<file path="src/rtl/cpu_regfile.sv">
// 32 x 32-bit MIPS register file: two combinational read ports, one clocked write port, $0 hard-wired to zero.
// Optional macro REGFILE_BYPASS_EN forwards same-cycle write data to a matching read port.
module cpu_regfile #(
    parameter int DATA_W = 32,
    parameter int ADDR_W = 5
) (
    input  logic              clk,
    input  logic              rst,
    input  logic              ena,
    input  logic              we,
    input  logic [ADDR_W-1:0] waddr,
    input  logic [DATA_W-1:0] wdata,
    input  logic [ADDR_W-1:0] raddr1,
    input  logic [ADDR_W-1:0] raddr2,
    output logic [DATA_W-1:0] rdata1,
    output logic [DATA_W-1:0] rdata2
);

    localparam int NREGS = 1 << ADDR_W;

    logic [DATA_W-1:0] regs_q [NREGS];
    logic              wr_en;

    // Index 0 is excluded here so its storage stays at the reset value forever.
    assign wr_en = ena && we && (waddr != '0);

    always_ff @(posedge clk) begin
        if (rst) begin
            for (int i = 0; i < NREGS; i++) begin
                regs_q[i] <= '0;
            end
        end else if (wr_en) begin
            regs_q[waddr] <= wdata;
        end
    end

    function automatic logic [DATA_W-1:0] read_port(input logic [ADDR_W-1:0] addr);
        logic [DATA_W-1:0] val;
        val = '0;
        if (addr != '0) begin
            val = regs_q[addr];
`ifdef REGFILE_BYPASS_EN
            if (!rst && wr_en && (waddr == addr)) begin
                val = wdata;
            end
`endif
        end
        return val;
    endfunction

    always_comb begin
        rdata1 = read_port(raddr1);
        rdata2 = read_port(raddr2);
    end

endmodule

</file>
<file path="config.mk">
export PLATFORM = sky130hd
export DESIGN_NAME = cpu_regfile
export DESIGN_NICKNAME = d
export VERILOG_FILES = /design/src/rtl/cpu_regfile.sv
export SDC_FILE = /design/constraint.sdc
export NUM_CORES = 2
export LEC_CHECK = 0
export ABC_CLOCK_PERIOD_IN_PS = 4400
export CELL_PAD_IN_SITES_DETAIL_PLACEMENT = 0
export CELL_PAD_IN_SITES_GLOBAL_PLACEMENT = 1
export CORE_ASPECT_RATIO = 0.9
export CORE_MARGIN = 8
export CORE_UTILIZATION = 30
export DETAILED_ROUTE_END_ITERATION = 16
export PLACE_DENSITY_LB_ADDON = 0.08
export SLEW_MARGIN = 20
export SYNTH_ARGS = -nofsm -noshare
export SYNTH_HDL_FRONTEND = slang
export SYNTH_SLANG_ARGS = --single-unit
</file>
<file path="constraint.sdc">
create_clock -name clk -period 4.4 [get_ports clk]
set_input_delay 0.44 -clock clk [delete_from_list [all_inputs] [get_ports clk]]
set_output_delay 0.44 -clock clk [all_outputs]
set_load 0.005 [all_outputs]
</file>
==> results by group <==
CTS
  • CTS H-tree depth: 3
  • Maximum buffer depth of the clock tree: 3
  • Post CTS Setup Buffer Count: 0
  • Post-cts hold buffer count: 0
  • CTS root buf: clkbuf_16
  • PostCTS Resize Cnt: 0
  • CTS tree: yes
  • CTS Sinks: 1,024
  • TritonCTS buffer count: 120
  • CTS clock-pin slew for the worst setup and hold paths: 60 ps

Pwr
  • Cell Pwr Density: 403 mW/mm²
  • Pleak: 0.0216 µW
  • Worst VDD drop: 0.366 mV
  • Overall power: 25,600 µW

Timing
  • Tmin final: 4080 ps
  • Worst-Margin Slew: 1180 ps
  • Final period util: 92.7%
  • Slew HR: 21.4%
  • RSZ-0062 raised after global routing: no
  • Smallest hold slack: 81.2 ps
  • Setup tns final: 0 ps
  • Final Hold Fails: 0
  • Fmax: 245 MHz
  • Final setup fails: 0
  • Slew Viols, Final: 0
  • Worst Setup Slack, final: 321 ps

Place
  • Port Buffer Count: 114
  • Worst slack, placed: 309 ps
  • RD Place Congestion: 0.821
  • Hpwl dp: 136 mm

Synth
  • Multiplexer area fraction after synthesis: 23.1%
  • Compound-Gate Fraction of Synth Area: 3.59%
  • Mean post-synth cell area: 15.5 µm²
  • Synth Area in XOR/XNOR: 0%
  • Largest family of logic cells by synthesized area: multiplexers
  • Sequential fraction of the synthesis area: 56.8%
  • Mapped Cells: 3,495
  • Ys flop type: edfxtp_1
  • Cell Area, Synth: 0.0541 mm²
  • FF+latch count, synth: 1,024
  • Distinct cells, synth: 39
  • Synth warn: 0
  • Share of synthesized cell area in and, or, nand and nor gates: 13.3%
  • EDFF count, synth: 1,024
  • Adder-cell area share of the yosys netlist: 0%
  • Post-synth ARST share: 0%

Layout
  • Top flop regs: regs_q x1024
  • Commonest non-fill, non-tap cells in the layout: edfxtp_1, and2_1, mux4_2
  • Fin nets: 3,654
  • Max reg flops: 1,024
  • Layout cell share with drive strength beyond 1: 27.7%
  • Largest Register: regs_q
  • Area Growth Syn to Fin: 17.4%
  • Commonest non-fill, non-tap cell in the layout: edfxtp_1
  • Util after Layout: 35.3%

Global routing
  • Met2 Track Usage GR: 38.2%
  • Total grt overflow: 0
  • Vias in the first global route: 35,610
  • Top Usage Layer GRT: met2
  • Global Route met1 Usage: 28.3%
  • GR met3 Demand/Resource: 3.79%
  • First-pass GRT wire length: 301 mm
  • Initial antenna violation count: 35
  • GRT Total Usage: 22.2%
  • Pin count of the biggest net entering global routing: 53

Drt
  • WL/cell: 36.2 µm
  • Vias: 33,777
  • DRT Pass-1 Iters: 5
  • DRC: 0
  • Final WL: 222 mm
  • Antenna viol nets, final: 0
  • Vias/cell: 5.51
  • DRT iter0 DRCs: 3,735

Worst setup path
  • Worst stage delay on the critical path: 930 ps
  • Critical path endpoint category: output port
  • Critical path arrival: 3640 ps
  • Kind of critical path: reg2out
  • CP cell instances: mux4_2 -> a22o_1 -> a2111oi_0 -> nor3_1 -> buf_4 -> clkdlybuf4s50_1
  • CP startpoint kind: register
  • Worst path bufs/invs: 2
  • CP top delay family: compound AO/OA/AOI/OAI gates
  • CP required: 3960 ps
  • Critical Path Fanout Max: 2
  • Worst path slowest cell: a2111oi_0

Floorplanning
  • Die Ht: 419 µm
  • Area of the die: 0.194 mm²
  • Core ar.: 0.180 mm²
  • Die Width: 464 µm
  • Ports: 115
  • Initial Util: 30.1%
  • Rows: 148

Run status
  • Outcome: finished clean

Min path
  • Worst min path class: in2reg

Job
  • Max-Cap Viols: 0
==> metrics by stage <==
stage | instances | instance area, µm²
5_1_grt | 6109 | 63500
2_1_floorplan | 3526 | 54300
6_report | 6130 | 63500
3_5_place_dp | 5881 | 59300
4_1_cts | 6107 | 63500
3_3_place_gp | 5881 | 59300
==> final timing paths <==
| kind | to | start | cells after the start |
|---|---|---|---|
| max | rdata1[30] | regs_q[13][30]$_SDFFCE_PN0P_ | 6 |
| min | regs_q[0][13]$_SDFFCE_PN0P_ | rst | 1 |
==> synthesized netlist by cell type (12+ instances only) <==
cell	count	area share, %
or2_2	33	0.38
nor3_1	66	0.61
edfxtp_1	1024	57
mux2i_1	146	2.7
a22oi_1	14	0.19
o22ai_1	82	0.95
buf_6	14	0.29
buf_1	15	0.10
clkbuf_1	279	1.9
and2_1	995	11
a2111oi_0	29	0.47
nor2_1	26	0.18
buf_2	49	0.45
mux2_2	29	0.60
a22o_1	53	0.86
buf_4	30	0.42
nor2b_1	12	0.14
o221ai_1	27	0.44
mux4_2	475	20
a211oi_1	31	0.43
==> cell type report <==
cell class / count / area [µm²]
Sequential cell: 1024 / 30700
Clock buffer: 138 / 3130
Antenna cell: 23 / 57.6
Timing Repair Buffer: 342 / 3420
Multi-Input combinational cell: 2114 / 22000
Clock inverter: 88 / 1120
Inverter: 1 / 3.75
Tap cell: 2400 / 3000
Fill cell: 17116 / 116000
==> metal layers <==
metal  vias to the layer above  wire length [µm]
li1                      13802                 -
met1                     18141             89100
met2                      1490            110000
met3                       342             14500
met4                         2              8370
met5                         -                13
==> logic make-up (layout without fill, tap and decap cells) <==
| group | after synthesis | count (layout) |
|---|---|---|
| and+or+nand+nor | 1176 | 1176 |
| DFF | 1024 | 1024 |
| muxes | 650 | 650 |
| buffers and inverters | 388 | 569 |
| AOI/OAI and AO/OA | 256 | 256 |
| other | 1 | 55 |
==> power by group <==
| group | leakage (µW) | switching (µW) | internal [µW] | total, µW |
|---|---|---|---|---|
| logic | 0.00977 | 1740 | 1360 | 3090 |
| registers | 0.00974 | 291 | 11300 | 11500 |
| clock network | 0.00207 | 4300 | 6650 | 11000 |
| total | 0.0216 | 6330 | 19300 | 25600 |
(Power assumes the default switching activity.)
